**src/rtl/condicionador_botoes.sv**
```systemverilog
// condicionador_botoes: button debouncer that turns one press into one play pulse
// Optional CONDICIONADOR_BOTOES_INVALIDA_EN flags qualified presses that are not one-hot.
module condicionador_botoes #(
  parameter int CICLOS_DEBOUNCE = 20
) (
  input  logic       clock,
  input  logic       reset,
  input  logic       habilita,
  input  logic       limpa,
  input  logic [3:0] botoes,
  output logic [3:0] jogada,
  output logic       tem_jogada,
  output logic       jogada_invalida,
  output logic [2:0] db_estado
);
  localparam int CW = $clog2(CICLOS_DEBOUNCE);
  localparam logic [CW-1:0] FIM = CW'(CICLOS_DEBOUNCE - 1);
  typedef enum logic [2:0] {
    OCIOSO          = 3'd0,
    ESTABILIZA      = 3'd1,
    DISPARA         = 3'd2,
    AGUARDA_SOLTURA = 3'd3,
    SOLTURA         = 3'd4
  } estado_t;
  estado_t estado, prox;
  logic [3:0] s1, s, cand, cand_n;
  logic [CW-1:0] cnt, cnt_n;
  logic um_quente;
  assign um_quente = (cand != '0) && ((cand & (cand - 4'd1)) == '0);
  assign tem_jogada = (estado == DISPARA) && um_quente;
`ifdef CONDICIONADOR_BOTOES_INVALIDA_EN
  assign jogada_invalida = (estado == DISPARA) && !um_quente;
`else
  assign jogada_invalida = 1'b0;
`endif
  assign db_estado = estado;
  always_ff @(posedge clock or negedge reset)
    if (!reset) begin
      s1     <= '0;
      s      <= '0;
      estado <= OCIOSO;
      cnt    <= '0;
      cand   <= '0;
      jogada <= '0;
    end else begin
      s1     <= botoes;
      s      <= s1;
      estado <= prox;
      cnt    <= cnt_n;
      cand   <= cand_n;
      jogada <= limpa ? '0 : (tem_jogada ? cand : jogada);
    end
  always_comb begin
    prox   = estado;
    cnt_n  = cnt;
    cand_n = cand;
    case (estado)
      OCIOSO:
        if (habilita && s != '0) begin
          cand_n = s;
          cnt_n  = '0;
          prox   = ESTABILIZA;
        end
      ESTABILIZA:
        if (s != cand || !habilita) prox = OCIOSO;
        else if (cnt == FIM) prox = DISPARA;
        else cnt_n = cnt + 1'b1;
      DISPARA: prox = AGUARDA_SOLTURA;
      AGUARDA_SOLTURA:
        if (s == '0) begin
          cnt_n = '0;
          prox  = SOLTURA;
        end
      SOLTURA:
        if (s != '0) prox = AGUARDA_SOLTURA;
        else if (cnt == FIM) prox = OCIOSO;
        else cnt_n = cnt + 1'b1;
      default: prox = OCIOSO;
    endcase
  end
endmodule
```
**config.mk**
```make
export PLATFORM = sky130hd
export DESIGN_NAME = condicionador_botoes
export DESIGN_NICKNAME = d
export VERILOG_FILES = /design/src/rtl/condicionador_botoes.sv
export SDC_FILE = /design/constraint.sdc
export NUM_CORES = 1
export LEC_CHECK = 0
export BUFFER_PORTS_ARGS = -buffer_cell sky130_fd_sc_hd__buf_2
export CAP_MARGIN = 20
export CELL_PAD_IN_SITES_DETAIL_PLACEMENT = 0
export CELL_PAD_IN_SITES_GLOBAL_PLACEMENT = 2
export CORE_MARGIN = 2
export CORE_UTILIZATION = 40
export CTS_CLUSTER_DIAMETER = 120
export CTS_CLUSTER_SIZE = 28
export DETAILED_ROUTE_END_ITERATION = 8
export GPL_TIMING_DRIVEN = 0
export PLACE_DENSITY = 0.86
export SYNTH_ARGS = -nofsm -noshare
export SYNTH_HDL_FRONTEND = slang
export SYNTH_SLANG_ARGS = --single-unit
export TNS_END_PERCENT = 5
```
**constraint.sdc**
```tcl
create_clock -name clock -period 2.8 [get_ports clock]
set_input_delay 0.56 -clock clock [delete_from_list [all_inputs] [get_ports clock]]
set_output_delay 0.56 -clock clock [all_outputs]
set_load 0.05 [all_outputs]
```
==> results of run 1 <==
## layout make-up
type | instances | area [µm²] | area share
plain buffers | 4 | 31.3 | 0.0227
clock buffers | 4 | 36.3 | 0.0263
inverters | 2 | 7.51 | 0.00545
multi-input cells | 74 | 586 | 0.425
flip-flops and latches | 24 | 601 | 0.436
well taps | 33 | 41.3 | 0.0300
repair buffers | 15 | 75.1 | 0.0545
## power by group through the flow
stage / sequential [mW] / combinational (mW) / clock, mW
final: 0.475 / 0.552 / 0.183
after global routing: 0.488 / 0.607 / 0.206
after CTS: 0.476 / 0.558 / 0.194
after detailed placement: 0.483 / 0.557 / 0
after global placement: 0.481 / 0.546 / 0
after floorplan: 0.540 / 0.379 / 0
## cells in the final DEF, fill, tap and decap left out, types with 2 or more instances in the layout
| cell | instances |
|---|---|
| sky130_fd_sc_hd__nand2_1 | 5 |
| sky130_fd_sc_hd__a31oi_1 | 2 |
| sky130_fd_sc_hd__xor2_1 | 4 |
| sky130_fd_sc_hd__inv_1 | 2 |
| sky130_fd_sc_hd__o21ai_0 | 2 |
| sky130_fd_sc_hd__o211ai_1 | 4 |
| sky130_fd_sc_hd__buf_2 | 15 |
| sky130_fd_sc_hd__mux2_2 | 5 |
| sky130_fd_sc_hd__buf_4 | 2 |
| sky130_fd_sc_hd__a21oi_1 | 2 |
| sky130_fd_sc_hd__dfrtp_1 | 24 |
| sky130_fd_sc_hd__clkbuf_4 | 3 |
| sky130_fd_sc_hd__or4b_1 | 2 |
| sky130_fd_sc_hd__nand2b_1 | 2 |
| sky130_fd_sc_hd__mux2i_1 | 4 |
| sky130_fd_sc_hd__or4_4 | 2 |
| sky130_fd_sc_hd__nor2_1 | 7 |
| sky130_fd_sc_hd__nand3_1 | 6 |
## how the worst max path moves through the flow
stage                              from          to  slack, ns  depth (start not counted)
6_report            cand[0]$_DFFE_PN0P_  tem_jogada       0.17                          3
5_1_grt             cand[0]$_DFFE_PN0P_  tem_jogada       0.06                          3
4_1_cts             cand[0]$_DFFE_PN0P_  tem_jogada       0.14                          3
3_3_place_gp        cand[1]$_DFFE_PN0P_  tem_jogada       0.53                          3
3_5_place_dp        cand[0]$_DFFE_PN0P_  tem_jogada       0.52                          3
2_1_floorplan  db_estado[1]$_DFFE_PN0P_  tem_jogada       0.57                          3
## worst max-delay path: stages (launching register included)
cell                       delay, ns
sky130_fd_sc_hd__dfrtp_1        0.46
sky130_fd_sc_hd__or4_4          0.56
sky130_fd_sc_hd__a211oi_4       0.39
sky130_fd_sc_hd__buf_2          0.34
## metrics by stage
step / power [mW] / instances / setup slack (ns)
floorplan: 0.919 / 104 / 0.571
global placement: 1.03 / 152 / 0.533
detailed placement: 1.04 / 152 / 0.523
CTS: 1.23 / 156 / 0.140
global route: 1.30 / 156 / 0.0620
finish: 1.21 / 156 / 0.173
## flip-flops by register name, summed over array words and instances (netlist names)
signal,count
cand,4
s1,4
cnt,5
jogada,4
s,4
db_estado,3
## routing by layer
metal / vias up / share of wire / GRT usage
met1: 417 / 0.44 / 0.175
met5: - / 0 / 0
met4: 0 / 0.016 / 0.0779
met2: 13 / 0.52 / 0.257
li1: 422 / - / -
met3: 4 / 0.026 / 0.0197
## kinds of logic (layout without fill, tap and decap cells)
| group | count (synthesis) | after routing | synth area share |
|---|---|---|---|
| xor+xnor | 5 | 5 | 0.0357 |
| simple gates | 39 | 39 | 0.222 |
| mux | 9 | 9 | 0.0786 |
| compound gates | 19 | 19 | 0.129 |
| fa+ha+maj | 1 | 1 | 0.0102 |
| buf+inv | 6 | 25 | 0.0317 |
| flops | 24 | 24 | 0.490 |
| other cells | 1 | 1 | 0.00306 |
==> load_flow_metrics.sql, run 1 <==
INSERT INTO impl_metrics (metric_group, metric, value, unit) VALUES
('status', 'run_status', 'completed', ''),
('pwr', 'power.static_leakage', '0.615', 'nW'),
('floorplanning', 'die-height', '59.3', 'µm'),
('global_routing', 'grt_max_degree', '25', ''),
('pwr', 'clockPowerShare', '0.152', ''),
('global_routing', 'grt_antenna_before_repair', '0', ''),
('placed_design', 'post_dp_cell_area', '1340', 'µm²'),
('job', 'max_cap_violations', '0', ''),
('drt', 'drt-wirelength-per-cell', '13.9', 'µm'),
('clock_tree', 'htree_levels', '1', ''),
('synth', 'syn_area_per_cell', '11.8', 'µm²'),
('synth', 'synth-main-ff-cell', 'sky130_fd_sc_hd__dfrtp_1', ''),
('clock_tree', 'root_buffer', 'sky130_fd_sc_hd__clkbuf_4', ''),
('drt', 'drt_first_iter_violations', '38', ''),
('critical_path', 'maximum_fanout_along_the_worst_path', '6', ''),
('timing', 'slew_viol_final', '0', ''),
('critical_path', 'worstReg2RegEnd', 'cnt[0]$_DFFE_PN0P_', ''),
('clock_tree', 'clock_latency', '0.31', 'ns'),
('drt', 'avgViaCountPerCell', '5.49', ''),
('clock_tree', 'cts_resized', '0', ''),
('synth', 'postSynthNetCount', '113', ''),
('synth', 'synth.yosys.seq_area_share', '0.490', ''),
('pwr', 'power_switching', '0.507', 'mW'),
('synth', 'ys_types', '45', ''),
('synth', 'postSynth.asyncResetShare', '1.00', ''),
('timing', 'final_cycle_utilization_of_the_critical_path', '0.938', ''),
('global_routing', 'grt_pass1_wl', '3850', 'µm'),
('critical_path', 'cp-start-kind', 'flip-flop', ''),
('clock_tree', 'clk_pin_slew', '0.13', 'ns'),
('layout', 'final_cell_area', '1380', 'µm²'),
('drt', 'totalWireLength', '2170', 'µm'),
('synth', 'synth.area.top_cells', 'sky130_fd_sc_hd__dfrtp_1 (49%), sky130_fd_sc_hd__mux2_2 (4.6%), sky130_fd_sc_hd__mux2i_1 (3.3%)', ''),
('clock_tree', 'cts-hold-fix-buffers', '0', ''),
('layout', 'fillers', '292', ''),
('critical_path', 'setup_cp_type', 'reg2out', ''),
('layout', 'num-nets-final', '133', ''),
('drt', 'dr.pass1.iters', '2', ''),
('critical_path', 'ff2ff_path_depth', '5', ''),
('pwr', 'internal_power', '0.703', 'mW'),
('drt', 'drc_errors', '0', ''),
('layout', 'finalCoreUtilization', '0.463', ''),
('floorplanning', 'coreArea', '2980', 'µm²'),
('floorplanning', 'start_util', '0.411', ''),
('drt', 'vias', '856', ''),
('timing', 'grt_setup_unrepaired', 'false', ''),
('critical_path', 'critical_path.reg2reg.startpoint', 'db_estado[2]$_DFFE_PN0P_', ''),
('timing', 'final.min_clock_period', '2.63', 'ns'),
('placed_design', 'portBuffers', '15', ''),
('timing', 'final-hold-violation-count', '0', ''),
('synth', 'synth.top_cells.by_count', 'sky130_fd_sc_hd__dfrtp_1 (24), sky130_fd_sc_hd__nor2_1 (7), sky130_fd_sc_hd__nand3_1 (6)', ''),
('critical_path', 'worstSetupEndpointType', 'output port', ''),
('layout', 'final_layout_size_suffix_gt1_frac', '0.317', ''),
('placed_design', 'place.detailed.hpwl', '1650', 'µm'),
('placed_design', 'gpl.final_weighted_congestion', '0.733', ''),
('timing', 'max_freq', '381', 'MHz'),
('timing', 'setup_total_negative_slack', '0', 'ns'),
('synth', 'yosysWarnings', '0', ''),
('critical_path', 'setup.reg_to_reg.worst_slack', '0.82', 'ns'),
('timing', 'skew', '0.00231', 'ns'),
('pwr', 'comb_power_frac', '0.456', ''),
('synth', 'netlist.area_leader.share', '0.490', ''),
('global_routing', 'first_global_vias', '873', ''),
('timing', 'setup_violations', '0', ''),
('synth', 'synth.largest_area_cell', 'sky130_fd_sc_hd__dfrtp_1', ''),
('pwr', 'power_density', '879', 'nW/µm²'),
('critical_path', 'cp_data_required_time', '2.24', 'ns'),
('pwr', 'power_switching_share', '0.419', ''),
('clock_tree', 'cts_tree', 'yes', ''),
('timing', 'timing.max_slew.rel_slack', '0.532', ''),
('global_routing', 'grt_remaining_overflow', '0', ''),
('pwr', 'ir_drop', '0.000354', 'V');
(Power assumes the default switching activity.)
==> run 2: changes to the inputs <==
CORE_ASPECT_RATIO = 1.75   (was default)
==> run 2 against run 1 <==
Compared with the run above: clock power up 64%; hold slack better by 0.058 ns; combinational power about the same; total power up 10%; wire length up 2.6%; cell area up 2.1%; clock skew up 0.0010 ns; setup slack better by 0.044 ns; non-clock buffer count unchanged; clock-buffer cell count down 1; global-route usage down 0.80 points; critical path type unchanged; largest power group unchanged.
==> load_flow_metrics.sql, run 2 (synthesized netlist as in run 1, its figures left out) <==
INSERT INTO impl_metrics (metric_group, metric, value, unit) VALUES
('layout', 'syn2layout_area_growth', '14.8', '%'),
('placed_design', 'post-place-ws', '0.499', 'ns'),
('drt', 'drt-wirelength-per-cell', '14.7', 'µm'),
('timing', 'slew_viol_final', '0', ''),
('clock_tree', 'numClockSinks', '24', ''),
('floorplanning', 'dieArea', '3540', 'µm²'),
('timing', 'final.min_clock_period', '2.58', 'ns'),
('floorplanning', 'num_rows', '26', ''),
('drt', 'antenna_violating_nets_post_route', '0', ''),
('critical_path', 'worst_setup_path_endpoint', 'tem_jogada', ''),
('layout', 'largest_register_by_flop_count', 'cnt', ''),
('clock_tree', 'root_buffer', 'sky130_fd_sc_hd__clkbuf_8', ''),
('floorplanning', 'num_io_pins', '17', ''),
('floorplanning', 'die-height', '77.2', 'µm'),
('global_routing', 'grt_antenna_before_repair', '0', ''),
('pwr', 'power_switching_share', '0.388', ''),
('timing', 'timing.max_slew.rel_slack', '0.528', ''),
('critical_path', 'ordered_cell_list_for_the_critical_path', 'or4_4 -> a211oi_4 -> buf_2', ''),
('layout', 'num-nets-final', '133', ''),
('critical_path', 'crit_path_leading_delay_family', 'simple AND/OR/NAND/NOR gates', ''),
('floorplanning', 'die_w', '45.8', 'µm'),
('pwr', 'internal_power', '0.815', 'mW'),
('drt', 'avgViaCountPerCell', '5.93', ''),
('timing', 'max_freq', '387', 'MHz'),
('drt', 'totalWireLength', '2220', 'µm'),
('floorplanning', 'coreArea', '2930', 'µm²'),
('layout', 'mostFrequentLayoutCells', 'sky130_fd_sc_hd__dfrtp_1 (24), sky130_fd_sc_hd__buf_2 (15), sky130_fd_sc_hd__nor2_1 (7)', ''),
('pwr', 'power_switching', '0.517', 'mW'),
('pwr', 'total_power', '1.33', 'mW'),
('global_routing', 'grt_max_degree', '25', ''),
('clock_tree', 'cts_resized', '0', ''),
('layout', 'final_layout_size_suffix_gt1_frac', '0.317', ''),
('critical_path', 'worst_ep_arrival_time', '2.02', 'ns'),
('timing', 'worst_pin_slew', '0.703', 'ns'),
('placed_design', 'portBuffers', '15', ''),
('timing', 'setup_total_negative_slack', '0', 'ns'),
('timing', 'final-hold-violation-count', '0', ''),
('placed_design', 'gpl.final_weighted_congestion', '0.805', ''),
('global_routing', 'first_global_vias', '905', ''),
('critical_path', 'maximum_fanout_along_the_worst_path', '6', ''),
('critical_path', 'setup.reg_to_reg.worst_slack', '0.83', 'ns'),
('critical_path', 'crit_path_start', 'cand[0]$_DFFE_PN0P_', ''),
('pwr', 'comb_power_frac', '0.415', ''),
('clock_tree', 'post_cts.repair.setup_buffers', '0', ''),
('status', 'run_status', 'completed', ''),
('pwr', 'ir_drop', '0.000479', 'V'),
('clock_tree', 'clk_pin_slew', '0.08', 'ns'),
('critical_path', 'instance_count_on_the_critical_path', '3', ''),
('min_path', 'hold_path_class', 'in2async', ''),
('clock_tree', 'tritoncts.num_buffers', '3', ''),
('floorplanning', 'start_util', '0.418', ''),
('timing', 'timing.final.ws_setup', '0.218', 'ns'),
('critical_path', 'cp_slowest_cell', 'sky130_fd_sc_hd__or4_4', ''),
('critical_path', 'cp.buffers_inverters', '1', ''),
('critical_path', 'cp_data_required_time', '2.24', 'ns'),
('layout', 'fillers', '263', ''),
('critical_path', 'setup_cp_type', 'reg2out', ''),
('critical_path', 'worstReg2RegEnd', 'cnt[0]$_DFFE_PN0P_', ''),
('critical_path', 'ff2ff_path_depth', '5', ''),
('clock_tree', 'cts_tree', 'yes', ''),
('critical_path', 'cp-start-kind', 'flip-flop', ''),
('placed_design', 'post_dp_cell_area', '1340', 'µm²'),
('layout', 'final_cell_area', '1410', 'µm²'),
('layout', 'layout_commonest_cell', 'sky130_fd_sc_hd__dfrtp_1', ''),
('clock_tree', 'cts-hold-fix-buffers', '0', ''),
('global_routing', 'grt_remaining_overflow', '0', ''),
('layout', 'diodes', '0', ''),
('layout', 'largest_register_ffs', '5', ''),
('pwr', 'clockPowerShare', '0.226', ''),
('timing', 'skew', '0.00331', 'ns'),
('placed_design', 'place.detailed.hpwl', '1770', 'µm'),
('clock_tree', 'clock_latency', '0.27', 'ns'),
('global_routing', 'grt_util_all_layers', '0.140', ''),
('timing', 'grt_setup_unrepaired', 'false', ''),
('pwr', 'power_density', '948', 'nW/µm²'),
('global_routing', 'grt_pass1_wl', '3670', 'µm'),
('drt', 'drc_errors', '0', ''),
('drt', 'vias', '895', ''),
('timing', 'setup_violations', '0', ''),
('critical_path', 'worstSetupEndpointType', 'output port', ''),
('critical_path', 'critical_path.reg2reg.startpoint', 'db_estado[2]$_DFFE_PN0P_', ''),
('clock_tree', 'htree_levels', '1', ''),
('drt', 'drt_first_iter_violations', '8', ''),
('timing', 'final_cycle_utilization_of_the_critical_path', '0.922', ''),
('pwr', 'power_frac_seq', '0.359', ''),
('clock_tree', 'clock_path_buffers', '2', ''),
('critical_path', 'slowest_delay', '0.57', 'ns'),
('pwr', 'power.static_leakage', '0.629', 'nW'),
('drt', 'dr.pass1.iters', '3', ''),
('job', 'max_cap_violations', '0', '');
-- run 2: layout make-up --
class | instances | area (µm²) | area share
Buffer | 4 | 31.3 | 0.0222
Timing Repair Buffer | 15 | 75.1 | 0.0534
Clock buffer | 3 | 41.3 | 0.0294
Sequential cell | 24 | 601 | 0.427
Multi-Input combinational cell | 74 | 586 | 0.416
Inverter | 2 | 7.51 | 0.00534
Tap cell | 28 | 35.0 | 0.0249
Clock inverter | 1 | 30.0 | 0.0214
-- run 2: worst min path at each step --
stage                     from                  endpoint  slack (ns)  cells past startpoint
4_1_cts                  reset       cand[3]$_DFFE_PN0P_        0.29                      1
5_1_grt                  reset        cnt[4]$_DFFE_PN0P_        0.30                      1
3_5_place_dp   s1[2]$_DFF_PN0_            s[2]$_DFF_PN0_        0.34                      0
6_report                 reset  db_estado[0]$_DFFE_PN0P_        0.25                      1
3_3_place_gp   s1[3]$_DFF_PN0_            s[3]$_DFF_PN0_        0.33                      0
2_1_floorplan            reset       cand[0]$_DFFE_PN0P_        0.26                      0
-- run 2: per-layer routing --
metal,GRT usage,wire length [µm],vias to the layer above
met5,0,0,-
met4,0.0600,44,0
met3,0.0212,52,5
met2,0.262,1300,14
met1,0.139,831,455
li1,-,-,421
-- run 2: power groups by stage --
stage                     clock network (mW)  registers, mW  logic, mW
after floorplan                            0          0.540      0.379
after global placement                     0          0.482      0.551
after detailed placement                   0          0.488      0.558
after CTS                              0.309          0.480      0.561
after global routing                   0.320          0.489      0.606
final                                  0.301          0.478      0.553
-- run 2: per-stage QoR --
step,utilization,cells,hold slack [ns]
after floorplan,-,104,0.264
after global placement,0.456,147,0.332
after detailed placement,0.456,147,0.336
after CTS,0.480,151,0.286
after global routing,0.480,151,0.296
final,0.480,151,0.252
